$ cat src/rtl/video_pkg.sv
// Shared video definitions for the palette lookup unit.
//   EGA_ENTRIES  - number of entries that carry EGA power-on defaults
//   EGA_DEFAULT  - the 16 standard EGA rgbRGB colours (6 bits each)
//   colour_sel_e - stage-2 colour source (blank, bypass, table lookup)
//   ega_default  - reset value for any table entry (0 beyond the EGA set)
package video_pkg;

  localparam int EGA_ENTRIES = 16;

  localparam logic [5:0] EGA_DEFAULT [EGA_ENTRIES] = '{
    6'h00, 6'h01, 6'h02, 6'h03, 6'h04, 6'h05, 6'h14, 6'h07,
    6'h38, 6'h39, 6'h3A, 6'h3B, 6'h3C, 6'h3D, 6'h3E, 6'h3F
  };

  typedef enum logic [1:0] {
    BLANK,
    BYPASS,
    LOOKUP
  } colour_sel_e;

  function automatic logic [5:0] ega_default(input int i);
    logic [5:0] value;
    value = '0;
    if (i >= 0 && i < EGA_ENTRIES) value = EGA_DEFAULT[i[3:0]];
    return value;
  endfunction

  // Blanking dominates; bypass shows the raw index; otherwise use the table.
  function automatic colour_sel_e colour_select(input logic blank, input logic enable);
    if (blank)        return BLANK;
    else if (!enable) return BYPASS;
    else              return LOOKUP;
  endfunction

endpackage

$ cat src/rtl/palette_lookup_unit_if.sv
// Bus bundle for the palette lookup unit.
//   pixel side : pixel_valid, pixel_index, pixel_blank, vblank, palette_enable
//   colour side: colour_valid, colour_out
//   cpu write  : wr_valid, wr_ready, wr_index, wr_colour
//   cpu read   : rd_valid, rd_index, rd_data, rd_data_valid
// master = pixel source / CPU side, slave = palette unit.
interface palette_lookup_unit_if #(
  parameter int INDEX_WIDTH  = 4,
  parameter int COLOUR_WIDTH = 6
);
  logic                    pixel_valid;
  logic [INDEX_WIDTH-1:0]  pixel_index;
  logic                    pixel_blank;
  logic                    vblank;
  logic                    palette_enable;
  logic                    colour_valid;
  logic [COLOUR_WIDTH-1:0] colour_out;
  logic                    wr_valid;
  logic                    wr_ready;
  logic [INDEX_WIDTH-1:0]  wr_index;
  logic [COLOUR_WIDTH-1:0] wr_colour;
  logic                    rd_valid;
  logic [INDEX_WIDTH-1:0]  rd_index;
  logic [COLOUR_WIDTH-1:0] rd_data;
  logic                    rd_data_valid;

  modport master (
    output pixel_valid, pixel_index, pixel_blank, vblank, palette_enable,
    output wr_valid, wr_index, wr_colour, rd_valid, rd_index,
    input  colour_valid, colour_out, wr_ready, rd_data, rd_data_valid
  );

  modport slave (
    input  pixel_valid, pixel_index, pixel_blank, vblank, palette_enable,
    input  wr_valid, wr_index, wr_colour, rd_valid, rd_index,
    output colour_valid, colour_out, wr_ready, rd_data, rd_data_valid
  );
endinterface

$ cat src/rtl/palette_table.sv
// Palette register array, 2**INDEX_WIDTH entries of COLOUR_WIDTH bits.
//   clk, rst      - clock, synchronous active-high reset (reloads EGA defaults)
//   wr_en         - write strobe; wr_index/wr_colour written on the edge
//   pix_index     - async read port for the pixel pipeline -> pix_colour
//   rd_index      - async read port for CPU readback      -> rd_colour
// Reads are combinational, so a same-edge write is seen only from the next cycle.
module palette_table
  import video_pkg::*;
#(
  parameter int INDEX_WIDTH  = 4,
  parameter int COLOUR_WIDTH = 6
) (
  input  logic                    clk,
  input  logic                    rst,
  input  logic                    wr_en,
  input  logic [INDEX_WIDTH-1:0]  wr_index,
  input  logic [COLOUR_WIDTH-1:0] wr_colour,
  input  logic [INDEX_WIDTH-1:0]  pix_index,
  output logic [COLOUR_WIDTH-1:0] pix_colour,
  input  logic [INDEX_WIDTH-1:0]  rd_index,
  output logic [COLOUR_WIDTH-1:0] rd_colour
);
  localparam int DEPTH = 2 ** INDEX_WIDTH;

  logic [COLOUR_WIDTH-1:0] mem [DEPTH];

  // NOTE: this array is deliberately reset (defaults must reappear on reset),
  // which forces flops rather than RAM; an array without reset values should
  // not be reset.
  always_ff @(posedge clk) begin
    if (rst) begin
      for (int i = 0; i < DEPTH; i++) mem[i] <= COLOUR_WIDTH'(ega_default(i));
    end else if (wr_en) begin
      mem[wr_index] <= wr_colour;
    end
  end

  assign pix_colour = mem[pix_index];
  assign rd_colour  = mem[rd_index];
endmodule

$ cat src/rtl/palette_lookup_unit.sv
// Programmable colour palette between the pixel-index source and the DAC.
//   clk, rst - clock, synchronous active-high reset
//   bus      - slave side of palette_lookup_unit_if (pixel in, colour out,
//              CPU write handshake, CPU registered readback)
// Pixel path is a fixed two-stage pipeline without back-pressure.
module palette_lookup_unit
  import video_pkg::*;
#(
  parameter int INDEX_WIDTH         = 4,
  parameter int COLOUR_WIDTH        = 6,
  parameter bit WRITE_IN_BLANK_ONLY = 1'b0
) (
  input  logic                  clk,
  input  logic                  rst,
  palette_lookup_unit_if.slave  bus
);
  logic                    s1_valid;
  logic [INDEX_WIDTH-1:0]  s1_index;
  logic                    s1_blank;
  logic                    s1_enable;
  logic                    wr_en;
  logic [COLOUR_WIDTH-1:0] pix_colour;
  logic [COLOUR_WIDTH-1:0] rd_colour;
  logic [COLOUR_WIDTH-1:0] colour_next;
  colour_sel_e             sel;

  // Held low during reset so a pending request cannot be seen as accepted.
  assign bus.wr_ready = !rst && (WRITE_IN_BLANK_ONLY ? bus.vblank : 1'b1);
  assign wr_en        = bus.wr_valid && bus.wr_ready;

  palette_table #(
    .INDEX_WIDTH (INDEX_WIDTH),
    .COLOUR_WIDTH(COLOUR_WIDTH)
  ) u_table (
    .clk       (clk),
    .rst       (rst),
    .wr_en     (wr_en),
    .wr_index  (bus.wr_index),
    .wr_colour (bus.wr_colour),
    .pix_index (s1_index),
    .pix_colour(pix_colour),
    .rd_index  (bus.rd_index),
    .rd_colour (rd_colour)
  );

  // NOTE: every flop uses <= so all stages sample pre-edge values; blocking
  // assignments here would collapse the two pipeline stages into one.
  always_ff @(posedge clk) begin
    if (rst) begin
      s1_valid  <= 1'b0;
      s1_index  <= '0;
      s1_blank  <= 1'b0;
      s1_enable <= 1'b0;
    end else begin
      s1_valid  <= bus.pixel_valid;
      s1_index  <= bus.pixel_index;
      s1_blank  <= bus.pixel_blank;
      s1_enable <= bus.palette_enable;
    end
  end

  // NOTE: colour_next is assigned before the case so no path leaves it
  // unassigned, which would otherwise infer a latch.
  always_comb begin
    colour_next = '0;
    sel         = colour_select(s1_blank, s1_enable);
    unique case (sel)
      BLANK:   colour_next = '0;
      BYPASS:  colour_next = COLOUR_WIDTH'(s1_index);
      LOOKUP:  colour_next = pix_colour;
      default: colour_next = '0;
    endcase
  end

  always_ff @(posedge clk) begin
    if (rst) begin
      bus.colour_valid  <= 1'b0;
      bus.colour_out    <= '0;
      bus.rd_data_valid <= 1'b0;
      bus.rd_data       <= '0;
    end else begin
      bus.colour_valid  <= s1_valid;
      if (s1_valid) bus.colour_out <= colour_next;
      bus.rd_data_valid <= bus.rd_valid;
      if (bus.rd_valid) bus.rd_data <= rd_colour;
    end
  end
endmodule
$ cat src/flat_wrapper.sv
// flat-port wrapper written by rule: the top's interface ports become plain ports
module palette_lookup_unit_flat import video_pkg::*;
#(
  parameter int INDEX_WIDTH         = 4,
  parameter int COLOUR_WIDTH        = 6,
  parameter bit WRITE_IN_BLANK_ONLY = 1'b0
)
  (clk, rst, bus_pixel_valid, bus_pixel_index, bus_pixel_blank, bus_vblank, bus_palette_enable, bus_wr_valid, bus_wr_index, bus_wr_colour, bus_rd_valid, bus_rd_index, bus_colour_valid, bus_colour_out, bus_wr_ready, bus_rd_data, bus_rd_data_valid);
  palette_lookup_unit_if #(.INDEX_WIDTH(INDEX_WIDTH), .COLOUR_WIDTH(COLOUR_WIDTH)) bus_i ();
  input  logic clk;
  input  logic rst;
  input wire logic [$bits(bus_i.pixel_valid)-1:0] bus_pixel_valid;
  input wire logic [$bits(bus_i.pixel_index)-1:0] bus_pixel_index;
  input wire logic [$bits(bus_i.pixel_blank)-1:0] bus_pixel_blank;
  input wire logic [$bits(bus_i.vblank)-1:0] bus_vblank;
  input wire logic [$bits(bus_i.palette_enable)-1:0] bus_palette_enable;
  input wire logic [$bits(bus_i.wr_valid)-1:0] bus_wr_valid;
  input wire logic [$bits(bus_i.wr_index)-1:0] bus_wr_index;
  input wire logic [$bits(bus_i.wr_colour)-1:0] bus_wr_colour;
  input wire logic [$bits(bus_i.rd_valid)-1:0] bus_rd_valid;
  input wire logic [$bits(bus_i.rd_index)-1:0] bus_rd_index;
  output wire logic [$bits(bus_i.colour_valid)-1:0] bus_colour_valid;
  output wire logic [$bits(bus_i.colour_out)-1:0] bus_colour_out;
  output wire logic [$bits(bus_i.wr_ready)-1:0] bus_wr_ready;
  output wire logic [$bits(bus_i.rd_data)-1:0] bus_rd_data;
  output wire logic [$bits(bus_i.rd_data_valid)-1:0] bus_rd_data_valid;
  assign bus_i.pixel_valid = bus_pixel_valid;
  assign bus_i.pixel_index = bus_pixel_index;
  assign bus_i.pixel_blank = bus_pixel_blank;
  assign bus_i.vblank = bus_vblank;
  assign bus_i.palette_enable = bus_palette_enable;
  assign bus_i.wr_valid = bus_wr_valid;
  assign bus_i.wr_index = bus_wr_index;
  assign bus_i.wr_colour = bus_wr_colour;
  assign bus_i.rd_valid = bus_rd_valid;
  assign bus_i.rd_index = bus_rd_index;
  assign bus_colour_valid = bus_i.colour_valid;
  assign bus_colour_out = bus_i.colour_out;
  assign bus_wr_ready = bus_i.wr_ready;
  assign bus_rd_data = bus_i.rd_data;
  assign bus_rd_data_valid = bus_i.rd_data_valid;
  palette_lookup_unit #(.INDEX_WIDTH(INDEX_WIDTH), .COLOUR_WIDTH(COLOUR_WIDTH), .WRITE_IN_BLANK_ONLY(WRITE_IN_BLANK_ONLY)) u_core (.clk(clk), .rst(rst), .bus(bus_i));
endmodule
$ cat config.mk
export PLATFORM = sky130hd
export DESIGN_NAME = palette_lookup_unit_flat
export DESIGN_NICKNAME = d
export VERILOG_FILES = /design/src/rtl/video_pkg.sv /design/src/rtl/palette_lookup_unit_if.sv /design/src/rtl/palette_table.sv /design/src/rtl/palette_lookup_unit.sv /design/src/flat_wrapper.sv
export SDC_FILE = /design/constraint.sdc
export NUM_CORES = 1
export LEC_CHECK = 0
export ABC_CLOCK_PERIOD_IN_PS = 2380
export BUFFER_PORTS_ARGS = -buffer_cell sky130_fd_sc_hd__buf_2
export CAP_MARGIN = 0
export CELL_PAD_IN_SITES_DETAIL_PLACEMENT = 1
export CELL_PAD_IN_SITES_GLOBAL_PLACEMENT = 1
export CORE_MARGIN = 2
export CORE_UTILIZATION = 51
export DETAILED_ROUTE_END_ITERATION = 10
export GPL_ROUTABILITY_DRIVEN = 0
export GPL_TIMING_DRIVEN = 0
export PLACE_DENSITY = 0.78
export SLEW_MARGIN = 20
export SYNTH_ARGS = -nofsm -noshare
export SYNTH_HDL_FRONTEND = slang
export SYNTH_HIERARCHICAL = 1
export SYNTH_SLANG_ARGS = --single-unit
$ cat constraint.sdc
create_clock -name clk -period 2.38 [get_ports clk]
set_input_delay 0.119 -clock clk [delete_from_list [all_inputs] [get_ports clk]]
set_output_delay 0.119 -clock clk [all_outputs]
set_load 0.05 [all_outputs]
==> metrics, run 1 <==
vias per inst=6.29; CTS tree=yes; layout cells sized above 1=30.3%; remaining routing DRC violations=0; max_slew headroom=46.1%; Layout Skew=0.00692 ns; Setup WS post-layout=0.120 ns; CTS root buffer=clkbuf_16; Placement Setup Slack=-0.273 ns; Top FF cell, synth=edfxtp_1; Seq/Total Area, Yosys=55.9%; CTS clk-pin slew, worst paths=0.05 ns; FFs w/ async S/R, synth=0%; PwrDens=843 mW/mm2; initial drt markers=395; unrepaired setup endpoints after global routing=no; Slew Viols, Final=0; Logic pwr share=10.0%; outcome=complete, no violations; IO Port Bufs=36; Sink Count=117; Final HPWL DP=12,300 um; Net Count, Synth=448; # rows=39; Layout area overhead=18.9%; switching fraction of total power=22.0%; Num CTS Buffers=17; largest net degree at the start of global routing=17; first-pass GRT wire length=26,400 um; drt first pass iters=5; Max FO, Critical Path=10; synth unique cells=30; Ports=41; WP data required=2.69 ns; Total Power=0.00593 W; final hold violations=0; static leakage=2.47 nW; WS Path Type=reg2reg; die area=0.0125 mm2; startpoint type of the worst setup path=register; Syn. warnings=6; Seq pwr share=40.5%; Max VDD drop=0.000612 V; Mapped Area=0.00591 mm2; vias in the first global route=4,293; initial core utilization=52.0%; sw power=0.00130 W; Slew @ Worst Pin=0.809 ns; minimum clock period=2.26 ns; top-count cell post-synth=edfxtp_1; Synth top area share=48.8%; global route total overflow=0; die boundary width=112 um; WL per Instance=26.9 um; Tot GR Track Use=29.5%; Commonest cells post-synth=edfxtp_1 (96), mux4_2 (48), nand2_1 (33); antenna cells=0; NumNets Final=512; Final Cycle Share=95.0%; fmax=442 MHz; internal power=0.00462 W; Via Count=4,040; Hold Path Class=in2reg; critical path data arrival time=2.57 ns; initial antenna violation count=0; die height=112 um; Seq cells post-synth=117; Worst setup EP type=register; post-route ant nets=0; Post-synth EDFFs=96; Cells after Synth=422; top post-synthesis cells by area=edfxtp_1 (49%), mux4_2 (18%), dfxtp_1 (7.1%); core area=0.0114 mm2; setup_tns=0 ns; setup violators final=0; Clock Power Share=49.5%; CTS max path bufs=2; # H-tree levels=4; Final Routed Wirelength=17,300 um; max_cap viols=0; synthesized area per cell=14.0 um2; Yosys top cell by area=edfxtp_1; # Post-CTS Setup Buffers=0; clk_lat worst skew=0.42 ns
[metrics by stage]
| stage | hold WS, ns | util [%] | std cells | area, um2 |
|---|---|---|---|---|
| 2_1_floorplan | 0.247 | - | 422 | 5910 |
| 3_3_place_gp | 0.335 | 55.1 | 601 | 6270 |
| 3_5_place_dp | 0.336 | 55.1 | 601 | 6270 |
| 4_1_cts | 0.0459 | 61.8 | 642 | 7030 |
| 5_1_grt | 0.0594 | 61.8 | 642 | 7030 |
| 6_report | 0.0600 | 61.8 | 642 | 7030 |
[critical path, cell delays in order, from the launching register on]
cell and delay [ns]:
dfxtp_1 0.33, buf_2 0.24, buf_4 0.29, mux4_2 0.57, a22oi_1 0.32, nand2_1 0.15, mux2i_1 0.17, o2bb2ai_1 0.08
[state kept, by name (all words and copies together), names as in the netlist]
name and flops:
u_core/u_table/mem 96, u_core/bus.colour_out 6, u_core/bus.rd_data 6, u_core/s1_index 4, u_core/bus.colour_valid 1, u_core/bus.rd_data_valid 1, u_core/s1_blank 1, u_core/s1_enable 1
u_core/s1_valid 1
[layout make-up]
type	count	area (um2)
tap	143	179
inverter	4	15.0
buffer	35	175
clock buffer	20	437
sequential	117	3300
multi-input combinational	266	2420
clock inverter	12	231
timing repair buffer	45	270
fill	1105	4340
[final timing paths]
path | slack (ns) | end | start | cells after the start
worst max-delay path | 0.12 | u_core/bus.colour_out[0] | u_core/s1_index[0] | 7
worst min-delay path | 0.06 | u_core/bus.rd_data_valid | bus_rd_valid | 2
worst max register to register | 0.12 | u_core/bus.colour_out[0] | u_core/s1_index[0] | 7
worst min register to register | 0.48 | u_core/bus.colour_out[3] | u_core/bus.colour_out[3] | 1
[timing repair]
action,CTS,global route
endpoints found under the setup margin,0,6
resized for setup,0,1
hold endpoints to repair,9,0
hold buffers,9,0
[layer usage]
layer  track usage (%)  part of all wire, %
met1              39.2                   41
met2              48.1                   50
met3              7.35                  7.3
met4              10.1                  2.0
met5                 0                    0
[cells by family (layout without fill, tap and decap cells)]
kind of cell | count (synthesis) | after routing | synth area share [%]
AOI/OAI and AO/OA | 30 | 30 | 3.81
buffers and inverters | 39 | 116 | 3.22
DFF | 117 | 117 | 55.9
muxes | 58 | 58 | 20.0
and+or+nand+nor | 178 | 178 | 17.1
[placed cells by master (no fill, tap or decap), drive strengths merged]
cell	count
nor2b	14
nor3	14
clkbuf	35
dfxtp	21
nand2b	12
o2bb2ai	4
mux4	48
nor2	28
or3	23
mux2i	10
and2	25
a22oi	24
or3b	1
or4b	1
or2	17
bufinv	7
dlygate4sd3	9
a21oi	2
nor4	5
inv	4
edfxtp	96
nand4bb	2
nand2	33
clkinv	5
buf	56
nand4b	3
[power by group through the flow]
stage                     registers (W)  logic, W  clock network, W
after floorplan                 0.00244  0.000353                 0
after global placement          0.00242  0.000555                 0
after detailed placement        0.00243  0.000569                 0
after CTS                       0.00240  0.000587           0.00296
after global routing            0.00241  0.000624           0.00305
final                           0.00240  0.000591           0.00294
Note: power is estimated with default switching activity, not from simulation.
==> run 2, diff against run 1 <==
--- a/config.mk
+++ b/config.mk
@@ -5,17 +5,17 @@
 export SDC_FILE = /design/constraint.sdc
 export NUM_CORES = 1
 export LEC_CHECK = 0
-export ABC_CLOCK_PERIOD_IN_PS = 2380
-export BUFFER_PORTS_ARGS = -buffer_cell sky130_fd_sc_hd__buf_2
+export ABC_CLOCK_PERIOD_IN_PS = 2800
 export CAP_MARGIN = 0
 export CELL_PAD_IN_SITES_DETAIL_PLACEMENT = 1
 export CELL_PAD_IN_SITES_GLOBAL_PLACEMENT = 1
 export CORE_MARGIN = 2
-export CORE_UTILIZATION = 51
+export CORE_UTILIZATION = 57
 export DETAILED_ROUTE_END_ITERATION = 10
+export DONT_BUFFER_PORTS = 1
 export GPL_ROUTABILITY_DRIVEN = 0
 export GPL_TIMING_DRIVEN = 0
-export PLACE_DENSITY = 0.78
+export PLACE_DENSITY = 0.82
 export SLEW_MARGIN = 20
 export SYNTH_ARGS = -nofsm -noshare
 export SYNTH_HDL_FRONTEND = slang
==> constraint.sdc (replaced) <==
create_clock -name clk -period 2.8 [get_ports clk]
set_input_delay 0.14 -clock clk [delete_from_list [all_inputs] [get_ports clk]]
set_output_delay 0.14 -clock clk [all_outputs]
set_load 0.05 [all_outputs]
==> metrics, run 2 (synthesized netlist as in run 1, its figures left out) <==
IO Port Bufs=0 (was 36); final hold violations=0 (unchanged); Finished Layout Cells=612 (was 642); antenna cells=0 (unchanged); NumNets Final=490 (was 512); Placed Cells=558 (was 601); Final HPWL DP=12,100 um (was 12,300 um); Worst Min Path Start=bus_wr_index[1] (was bus_rd_valid); # H-tree levels=4 (unchanged); die boundary width=106 um (was 112 um); layout cells sized above 1=22.5% (was 30.3%); area occupied by multi-input gates=0.00242 mm2 (about the same); FF-to-FF setup slack=0.53 ns (was 0.12 ns); fmax=372 MHz; Worst R2R End=u_core/bus.colour_out[4] (was u_core/bus.colour_out[0]); Worst setup EP type=register (unchanged); Hold Path Class=in2reg (unchanged); remaining routing DRC violations=0 (unchanged); delay-heaviest family, CP=simple AND/OR/NAND/NOR gates (was multiplexers); Seq. cell area=0.00330 mm2 (unchanged); initial core utilization=58.0% (was 52.0%); unrepaired setup endpoints after global routing=no (unchanged); number of fill cells in the layout=955 (was 1,105); max_cap viols=0 (unchanged); clk_lat worst skew=0.53 ns (was 0.42 ns); setup violators final=0 (unchanged); cells resized by post-CTS repair=0 (unchanged); # rows=37 (was 39); CTS clk-pin slew, worst paths=0.05 ns (about the same); # Post-CTS Setup Buffers=0 (unchanged); commonest cells after routing, fill and taps aside=edfxtp_1 (96), mux4_2 (48), nand2_1 (33), nor2_1 (26), and2_1 (25) (was edfxtp_1 (96), mux4_2 (48), buf_2 (47), nand2_1 (33), nor2_1 (26)); Sink Count=117 (unchanged); CTS max path bufs=2 (unchanged); Max VDD drop=0.000519 V (was 0.000612 V); WHS Path Cells=3 (was 2); Layout Skew=0.00807 ns (was 0.00692 ns); WP buf/inv=2 (unchanged); vias per inst=6.72 (was 6.29); crit-path max cell delay=0.60 ns (was 0.57 ns); static leakage=2.29 nW (was 2.47 nW); Most flops, register=u_core/u_table/mem (unchanged); worst reg2reg startpoint=u_core/s1_index[1] (was u_core/s1_index[0]); WP data required=2.99 ns (was 2.69 ns); Max FO, Critical Path=10 (unchanged); Final Routed Wirelength=18,100 um (was 17,300 um); initial drt markers=458 (was 395); Final Cycle Share=96.0%; core area=0.0102 mm2 (was 0.0114 mm2); critical path's slowest cell=dlygate4sd3_1 (was mux4_2); initial antenna violation count=0 (unchanged); largest net degree at the start of global routing=17 (unchanged); Hold EP=u_core/u_table/mem[7][1] (was u_core/bus.rd_data_valid); Slew @ Worst Pin=0.730 ns (was 0.809 ns); max_slew headroom=51.3% (was 46.1%); Via Count=4,111 (was 4,040); CTS tree=yes (unchanged); outcome=complete, no violations (unchanged); Total Power=0.00432 W (was 0.00593 W); Layout area overhead=14.7% (was 18.9%); critical path data arrival time=2.88 ns (was 2.57 ns); FF-to-FF path depth=7 (unchanged); commonest non-fill, non-tap cell in the layout=edfxtp_1 (unchanged); WS Path Type=in2reg (was reg2reg); die height=106 um (was 112 um); startpoint type of the worst setup path=primary input (was register); die area=0.0112 mm2 (was 0.0125 mm2); Setup WS post-layout=0.112 ns (was 0.120 ns); post-route ant nets=0 (unchanged); minimum clock period=2.69 ns; Placement Setup Slack=0.333 ns (was -0.273 ns); first-pass GRT wire length=26,900 um (was 26,400 um); Slew Viols, Final=0 (unchanged); drt first pass iters=5 (unchanged); CP cell instances=dlygate4sd3_1, clkbuf_1, nor2b_1, nand4bb_1, or3_1, nand2b_1 (was buf_2, buf_4, mux4_2, a22oi_1, nand2_1, mux2i_1, o2bb2ai_1); PwrDens=637 mW/mm2 (was 843 mW/mm2); Tot GR Track Use=34.1% (was 29.5%); setup_tns=0 ns (unchanged); Largest regs=u_core/u_table/mem (96), u_core/bus.colour_out (6), u_core/bus.rd_data (6) (unchanged); global route total overflow=0 (unchanged); CTS root buffer=clkbuf_8 (was clkbuf_16); WL per Instance=29.5 um (was 26.9 um); Num CTS Buffers=17 (unchanged); max FFs per register=96 (unchanged); vias in the first global route=4,325 (was 4,293); Hold Slack=0.0296 ns (was 0.0600 ns); Ports=41 (unchanged)
==> run 2: cell type report <==
class                      instances  area share (%)
buffer                            35            2.58
clock buffer                      20            6.27
clock inverter                    11           0.646
inverter                           4           0.221
multi-input combinational        266            35.7
sequential                       117            48.7
tap                              136            2.51
timing repair buffer              23            3.40
==> run 2: worst max path at each step <==
stage / from / to / slack, ns / cells after the start
final: rst / u_core/u_table/mem[8][2] / 0.11 / 6
after global routing: rst / u_core/u_table/mem[8][5] / 0.05 / 6
after CTS: rst / u_core/u_table/mem[3][0] / 0.25 / 6
after detailed placement: rst / u_core/u_table/mem[3][3] / 0.33 / 5
after global placement: rst / u_core/u_table/mem[3][5] / 0.37 / 5
after floorplan: rst / u_core/u_table/mem[2][0] / 0.96 / 6
==> run 2: layer usage <==
layer  share of wire [%]  track usage [%]  wire [um]
met1                  39             43.2       7020
met5                   0                0          0
met3                 8.8             9.59       1590
met2                  49             55.9       8860
met4                 3.3             13.6        590
==> run 2: through the flow <==
step,util [%],cell area [um2]
after global routing,66.6,6780
after floorplan,-,5910
after CTS,66.6,6780
after detailed placement,59.7,6080
final,66.6,6780
after global placement,59.7,6080
==> run 2: where the power goes <==
group          switching, W  internal (W)  total (W)
Clock              0.000731       0.00105    0.00178
Sequential         0.000107       0.00198    0.00208
Combinational      0.000252      0.000203   0.000455
Total               0.00109       0.00323    0.00432
==> run 2: worst reg2reg max path, delay by kind of cell (launching register included) <==
kind	cells	cell delay, ns
buffers and inverters	2	0.70
AO/OA/AOI/OAI	2	0.45
multiplexers	1	0.38
flip-flops	1	0.35
AND/OR/NAND/NOR	2	0.25
==> run 2: timing repair <==
action | 4_1_cts | 5_1_grt
endpoints found under the setup margin | 0 | 0
hold endpoints to repair | 47 | 0
hold buffers | 23 | 0
